===== config.mk =====
export PLATFORM = sky130hd
export DESIGN_NAME = vram_arbiter
export DESIGN_NICKNAME = d
export VERILOG_FILES = /design/src/rtl/gfx_pkg.sv /design/src/rtl/vram_rr_picker.sv /design/src/rtl/vram_arbiter.sv
export SDC_FILE = /design/constraint.sdc
export NUM_CORES = 1
export LEC_CHECK = 0
export BUFFER_PORTS_ARGS = -buffer_cell sky130_fd_sc_hd__buf_4
export CAP_MARGIN = 20
export CORE_MARGIN = 3
export CORE_UTILIZATION = 40
export CTS_BUF_LIST = sky130_fd_sc_hd__clkbuf_2 sky130_fd_sc_hd__clkbuf_4 sky130_fd_sc_hd__clkbuf_8
export DETAILED_ROUTE_END_ITERATION = 10
export PLACE_DENSITY = 0.86
export SLEW_MARGIN = 20
export SYNTH_ARGS = -nofsm -noshare
export SYNTH_HDL_FRONTEND = slang
export SYNTH_SLANG_ARGS = --single-unit

===== constraint.sdc =====
create_clock -name clock -period 2.16 [get_ports clock]
set_clock_uncertainty 0.05 [all_clocks]
set_input_delay 0.108 -clock clock [delete_from_list [all_inputs] [get_ports clock]]
set_output_delay 0.108 -clock clock [all_outputs]
set_load 0.05 [all_outputs]

===== src/rtl/gfx_pkg.sv =====
// Shared graphics types and constants.
//   owner_t : which requester owns the VRAM port
//   state_t : arbiter FSM states
//   burst_t : burst latched in the pick cycle (owner, base byte address, beats-1)
//   VRAM_BEAT_BYTES : address step between consecutive burst beats
package gfx_pkg;

    typedef enum logic {OWN_BG, OWN_OBJ} owner_t;
    typedef enum logic {IDLE, BURST} state_t;

    localparam logic [31:0] VRAM_BEAT_BYTES = 32'd4;

    typedef struct packed {
        owner_t      owner;
        logic [31:0] base;
        logic [1:0]  len;
    } burst_t;

endpackage


===== src/rtl/vram_rr_picker.sv =====
// Combinational round-robin choice between the BG and OBJ requesters.
//   bg_req, obj_req : request lines
//   last_owner      : owner of the previous pick
//   any             : at least one request is pending
//   owner           : chosen requester (only meaningful when any = 1)
module vram_rr_picker
    import gfx_pkg::*;
(
    input  logic   bg_req,
    input  logic   obj_req,
    input  owner_t last_owner,
    output logic   any,
    output owner_t owner
);

    always_comb begin
        any = bg_req | obj_req;
        if (bg_req && obj_req)
            owner = (last_owner == OWN_BG) ? OWN_OBJ : OWN_BG;
        else if (obj_req)
            owner = OWN_OBJ;
        else
            owner = OWN_BG;
    end

endmodule


===== src/rtl/vram_arbiter.sv =====
// Two-requester VRAM burst arbiter (BG and OBJ fetch units).
// A burst is picked in IDLE, then one beat per cycle is issued in BURST.
// Read data returns one cycle after the address and is tagged to its owner.
//   clock, reset            : clock, synchronous active-high reset
//   flush                   : scanline restart, aborts any burst in flight
//   bg_req/addr/len         : BG burst request (len = beats-1)
//   obj_req/addr/len        : OBJ burst request
//   bg_gnt, obj_gnt         : beat issued for that requester this cycle
//   bg_rvalid, obj_rvalid   : rdata belongs to that requester this cycle
//   rdata                   : passthrough of VRAM_mem_data
//   VRAM_mem_addr           : read address (0 when no beat issues)
//   VRAM_mem_data           : read data, one cycle after its address
module vram_arbiter
    import gfx_pkg::*;
(
    input  logic        clock,
    input  logic        reset,
    input  logic        flush,
    input  logic        bg_req,
    input  logic [31:0] bg_addr,
    input  logic [1:0]  bg_len,
    input  logic        obj_req,
    input  logic [31:0] obj_addr,
    input  logic [1:0]  obj_len,
    output logic        bg_gnt,
    output logic        obj_gnt,
    output logic        bg_rvalid,
    output logic        obj_rvalid,
    output logic [31:0] rdata,
    output logic [31:0] VRAM_mem_addr,
    input  logic [31:0] VRAM_mem_data
);

    state_t     state, state_nxt;
    burst_t     cur;
    burst_t     pick_burst;
    logic [1:0] beat;
    owner_t     last_owner;
    logic       pick_any;
    owner_t     pick_owner;
    logic       issue;
    // read-return tag: a beat issued last cycle returns data this cycle
    logic       rv_vld;
    owner_t     rv_own;

    vram_rr_picker u_pick (
        .bg_req     (bg_req),
        .obj_req    (obj_req),
        .last_owner (last_owner),
        .any        (pick_any),
        .owner      (pick_owner)
    );

    always_comb begin
        pick_burst.owner = pick_owner;
        pick_burst.base  = (pick_owner == OWN_OBJ) ? obj_addr : bg_addr;
        pick_burst.len   = (pick_owner == OWN_OBJ) ? obj_len  : bg_len;
    end

    // state register
    always_ff @(posedge clock) begin
        if (reset) state <= IDLE;
        else       state <= state_nxt;
    end

    // next state
    always_comb begin
        state_nxt = state;
        if (flush) begin
            state_nxt = IDLE;
        end else begin
            case (state)
                IDLE:    if (pick_any)         state_nxt = BURST;
                BURST:   if (beat == cur.len)  state_nxt = IDLE;
                default:                       state_nxt = IDLE;
            endcase
        end
    end

    // outputs
    always_comb begin
        issue         = (state == BURST) && !flush;
        bg_gnt        = issue && (cur.owner == OWN_BG);
        obj_gnt       = issue && (cur.owner == OWN_OBJ);
        VRAM_mem_addr = issue ? cur.base + 32'(beat) * VRAM_BEAT_BYTES : 32'd0;
        bg_rvalid     = rv_vld && (rv_own == OWN_BG);
        obj_rvalid    = rv_vld && (rv_own == OWN_OBJ);
        rdata         = VRAM_mem_data;
    end

    // burst datapath, beat counter and read-return tag
    always_ff @(posedge clock) begin
        if (reset) begin
            cur        <= '{owner: OWN_BG, base: 32'd0, len: 2'd0};
            beat       <= 2'd0;
            last_owner <= OWN_OBJ;   // so BG wins the first tie
            rv_vld     <= 1'b0;
            rv_own     <= OWN_BG;
        end else begin
            // flush never kills data already in flight: issue is 0 in the
            // flush cycle, but rv_vld from the previous beat is still shown
            rv_vld <= issue;
            rv_own <= cur.owner;
            if (flush) begin
                beat <= 2'd0;
            end else if (state == IDLE && pick_any) begin
                cur        <= pick_burst;
                beat       <= 2'd0;
                last_owner <= pick_owner;
            end else if (issue) begin
                beat <= (beat == cur.len) ? 2'd0 : beat + 2'd1;
            end
        end
    end

endmodule


# == Word level (Yosys, flattened, before mapping) ==
# Index checks and enable logic that the tools add are counted.
# classes
add_sub_neg,2
n_eq_ne,1
muxes,10
bitwise_logic,5
n_reduce_logical,11
# ops
cell,n
$mux 32,2
$add 32x4->32,1
$logic_and 1x1->1,7
$mux 1,5
$mux 2,2
$not 1->1,4
$reduce_or 3->1,1
$add 2x1->2 const B,1
$eq 2x2->1,1
$pmux 1 s2,1
$reduce_and 2->1,1
$reduce_or 2->1,1
$logic_not 1->1,1
$or 1x1->1,1
# word_totals
regBits,41
out_inout_bits,68

# == Longest topological paths before layout ==
# depth
ltp_word,3
ltp_mapped,7
depth_no_buf,6

# == Modules after synthesis ==
# A second synthesis with hierarchy kept.
# unflattened
hier_cells,356
hier_area_um2,2854.0
# by_module_without_submodules
module,instances,cells_each,area_each_um2,seq_area_each_um2
vram_arbiter,1,354,2840.2,820.8
vram_rr_picker,1,2,13.8,0.0

# == Worst setup path before layout ==
# No wires, ideal clock.
# synth_path
path_type,flip-flop to output port
startpoint,reg beat[0]
endpoint,out VRAM_mem_addr[28]
arrival_ns,2.806
t_required_ns,2.002
path_slack_ns,-0.804
stages_incl_launch_ff,7
path_buffers,0
path_cell_list,dfxtp_1 -> ha_1 -> fa_1 -> nand4_1 -> or4_4 -> or4_1 -> a21oi_1
# synth_between
elab_chain_len,2
# synth_lines
element,line,source
"start, declared",vram_arbiter.sv:37,logic [1:0] beat;
"start signal, assigned",vram_arbiter.sv:111,beat <= (beat == cur.len) ? 2'd0 : beat + 2'd1;
$add 32x4->32,vram_arbiter.sv:85,VRAM_mem_addr = issue ? cur.base + 32'(beat) * VRAM_BEAT_BYTES : 32'd0;
$mux 32,vram_arbiter.sv:85,
"end, declared",vram_arbiter.sv:30,"output logic [31:0] VRAM_mem_addr,"
# Every way passes these cells.

# == Final worst setup path ==
# layout_path
startpoint,reg cur[4] (netlist bit)
endpoint,out VRAM_mem_addr[24]
# layout_between
elab_chain_len,2
# layout_lines
element,line,source
"start, declared",vram_arbiter.sv:35,burst_t cur;
"start signal, assigned",vram_arbiter.sv:94,"cur <= '{owner: OWN_BG, base: 32'd0, len: 2'd0};"
"start signal, assigned",vram_arbiter.sv:107,cur <= pick_burst;
$add 32x4->32,vram_arbiter.sv:85,
$mux 32,vram_arbiter.sv:85,
# Every way passes these cells.

==> out/qor.yml <==
setup_path:
  timing.rr.start: "state"
  r2r_slack_ps: 670
  endpoint_kind: "output pin"
  critPathRequiredTime_ps: 2000
  rr_endpoint: "cur[25]"
  path_class: "flip-flop to output pin"
  setup.worst_path.start: "cur[4]"
  worst_setup_path_start_kind: "flip-flop"
  crit_fanout: 4
  crit_arrival_ps: 2560
  r2r_cells: 4
route:
  drt-vias-per-instance: 5.443
  wl_per_cell_microns: 16.14
  drc: 0
  drt_wl_total_microns: 8895
  antenna_left: 0
  drt_pass1_iterations: 4
  drtIter0Drc: 106
  vias: 2999
logic_synthesis:
  ys_async_sr_fraction_pct: 0
  ys_top_cells_by_count: "54 x nor2_1, 41 x dfxtp_1, 36 x mux2i_1"
  synth.area.top_cells: "dfxtp_1 29%, mux2i_1 13%, a211oi_1 9.1%"
  avgSynthCellArea_sq_um: 8.021
  synth_warnings: 0
  synth_fp_nets: 459
  synthFlopType: "dfxtp_1"
  syn_inst: 351
  synth.distinct_cells: 35
  ys_seq_area_share_pct: 29.16
  yosys.cell_count.top_type: "nor2_1"
  ys_ff_latch: 41
  synthesis.area_sq_um: 2815
  synth_top_area_share_pct: 29.16
  synth-edff-count: 0
  yosysTopAreaCell: "dfxtp_1"
die:
  die_w_microns: 89.89
  die_height_microns: 89.89
  start_util_pct: 42.87
  dieArea_sq_um: 8080
  core_sq_um: 6568
  ios: 173
  rows: 29
global_routing:
  antenna_found_initial: 0
  grtUsageTotal_pct: 21.07
  grt_overflow_total: 0
  grt_max_degree: 42
  grt_pass1_vias: 3081
  grt_pass1_wl_microns: 14260
placement:
  pre_cts_ws_ps: -303.9
  finalWeightedCongestion: 0.7687
  dpl.hpwl_microns: 6078
  io_buffers: 108
timing:
  worstMarginPinSlew_ps: 486.4
  hold_viol_final: 0
  post-route-period-util_pct: 126.0
  report.final.slew_viol_count: 0
  fin_ws_ps: -561.0
  fin_tns_setup_ps: -7644
  max_freq_mhz: 367.5
  max-slew-margin-rel_pct: 67.51
  setup_viol: 21
  rsz0062_at_grt: "yes"
  period_minus_slack_ps: 2721
cts:
  clkSinkCount: 41
  cts_hold_buf: 0
  cts_root_buf: "clkbuf_8"
  clkLatencyLatePin_ps: 290
  cts_tree: "built"
  ctsHtreeMaxLevel: 2
  cts_buffer_depth: 2
  cts.clk_slew.worst_paths_ps: 80
  cts_buffers: 5
power_and_ir_drop:
  ir_drop_uv: 251.8
  leakagePower_nw: 1.699
  cellPowerDensity_nw_per_um2: 441.0
  pwr-share-clk_pct: 25.7
  internal_power_mw: 1.316
  power_frac_seq_pct: 46.1
  combinationalPowerShare_pct: 28.3
  sw_frac_of_total_pct: 30.96
  switchingPower_mw: 0.5902
hold_path:
  hold_depth: 3
  hp-start: "bg_addr[30]"
  min_path_type: "input port to flip-flop"
  hold_end: "cur[32]"
finish:
  syn2layout_area_growth_pct: 53.56
  drive_gt1_share_pct: 45.63
  seq_area_sq_um: 827.0
  nets: 566
  n_fill_cell: 516
  multi_input_area_sq_um: 2027
  antennaDiodeCount: 0
flow_run:
  max-cap-violations: 0
outcome:
  violations: "negative setup slack"
  status: "finished with violations"
-- power by group through the flow --
stage / sequential (mW) / combinational (mW) / clock [mW]
floorplan: 0.887 / 0.447 / 0
global placement: 0.884 / 0.506 / 0
detailed placement: 0.891 / 0.522 / 0
CTS: 0.874 / 0.531 / 0.497
global route: 0.886 / 0.587 / 0.543
finish: 0.878 / 0.539 / 0.489
-- state kept, by name, indices dropped and copies added, names as in the netlist --
register,cells
rv_vld,1
state,1
beat,2
last_owner,1
rv_own,1
cur,35
-- per-layer routing --
metal / GRT usage, % / routed length, microns / vias up
met5: 0 / 0 / -
met4: 6.760 / 174 / 0
met3: 4.341 / 534 / 28
met2: 38.47 / 4585 / 128
met1: 24.55 / 3601 / 1399
li1: - / - / 1444
-- what timing repair did --
item,in CTS,in global routing
pin swaps,9,10
cloned,2,0
setup buffers,7,3
setup endpoints to repair,19,26
resized for setup,37,8
-- final cells by class --
cell class | count | area share, %
repair buffers | 151 | 28.97
multi-input cells | 254 | 46.89
clock inverters | 1 | 0.1158
flip-flops and latches | 41 | 19.13
well taps | 93 | 2.692
clock buffers | 6 | 1.766
inverters | 5 | 0.4342
-- worst max-delay path: stages, from the launching register on --
cell and delay [ps]:
dfxtp_2 360, ha_4 150, fa_2 200, nand4_1 130, buf_4 170, or4_4 450
or4_4 510, a21oi_4 130, buf_6 170
-- how the worst max path moves through the flow --
stage	endpoint	slack, ps	depth (start not counted)
finish	VRAM_mem_addr[24]	-560	8
global route	VRAM_mem_addr[24]	-670	8
detailed placement	VRAM_mem_addr[30]	-300	7
global placement	VRAM_mem_addr[30]	-220	7
floorplan	VRAM_mem_addr[30]	-200	6
CTS	VRAM_mem_addr[24]	-560	8
-- cells by family after synthesis --
family / share of synthesized area (%)
AOI/OAI and AO/OA: 16.13
xor gates and xnor gates: 4.666
adders and majority gates: 1.600
buffers and inverters: 12.67
DFF: 29.16
muxes: 12.80
and+or+nand+nor: 22.98
-- cell usage in the layout, fill, tap and decap left out, types with 6 or more instances in the layout --
master	instances
buf_6	25
nor2_1	53
a21oi_4	14
xnor2_1	10
mux2i_1	34
nand3_1	8
and2_1	6
nand4_1	8
or3_4	9
or4_4	8
o21ai_0	8
buf_4	124
nand2_1	15
dfxtp_1	38
a211oi_1	34
-- stage by stage --
stage	utilization, %	instance area, sq um	hold slack (ps)	std cells	power, mW
6_report	65.82	4323	111.3	551	1.906
3_5_place_dp	60.43	3969	166.3	533	1.413
4_1_cts	64.93	4264	109.1	549	1.903
5_1_grt	65.82	4323	116.0	551	2.016
3_3_place_gp	60.43	3969	166.3	533	1.390
2_1_floorplan	-	3080	265.6	351	1.333
No activity file was read; power rests on OpenSTA's default activity.
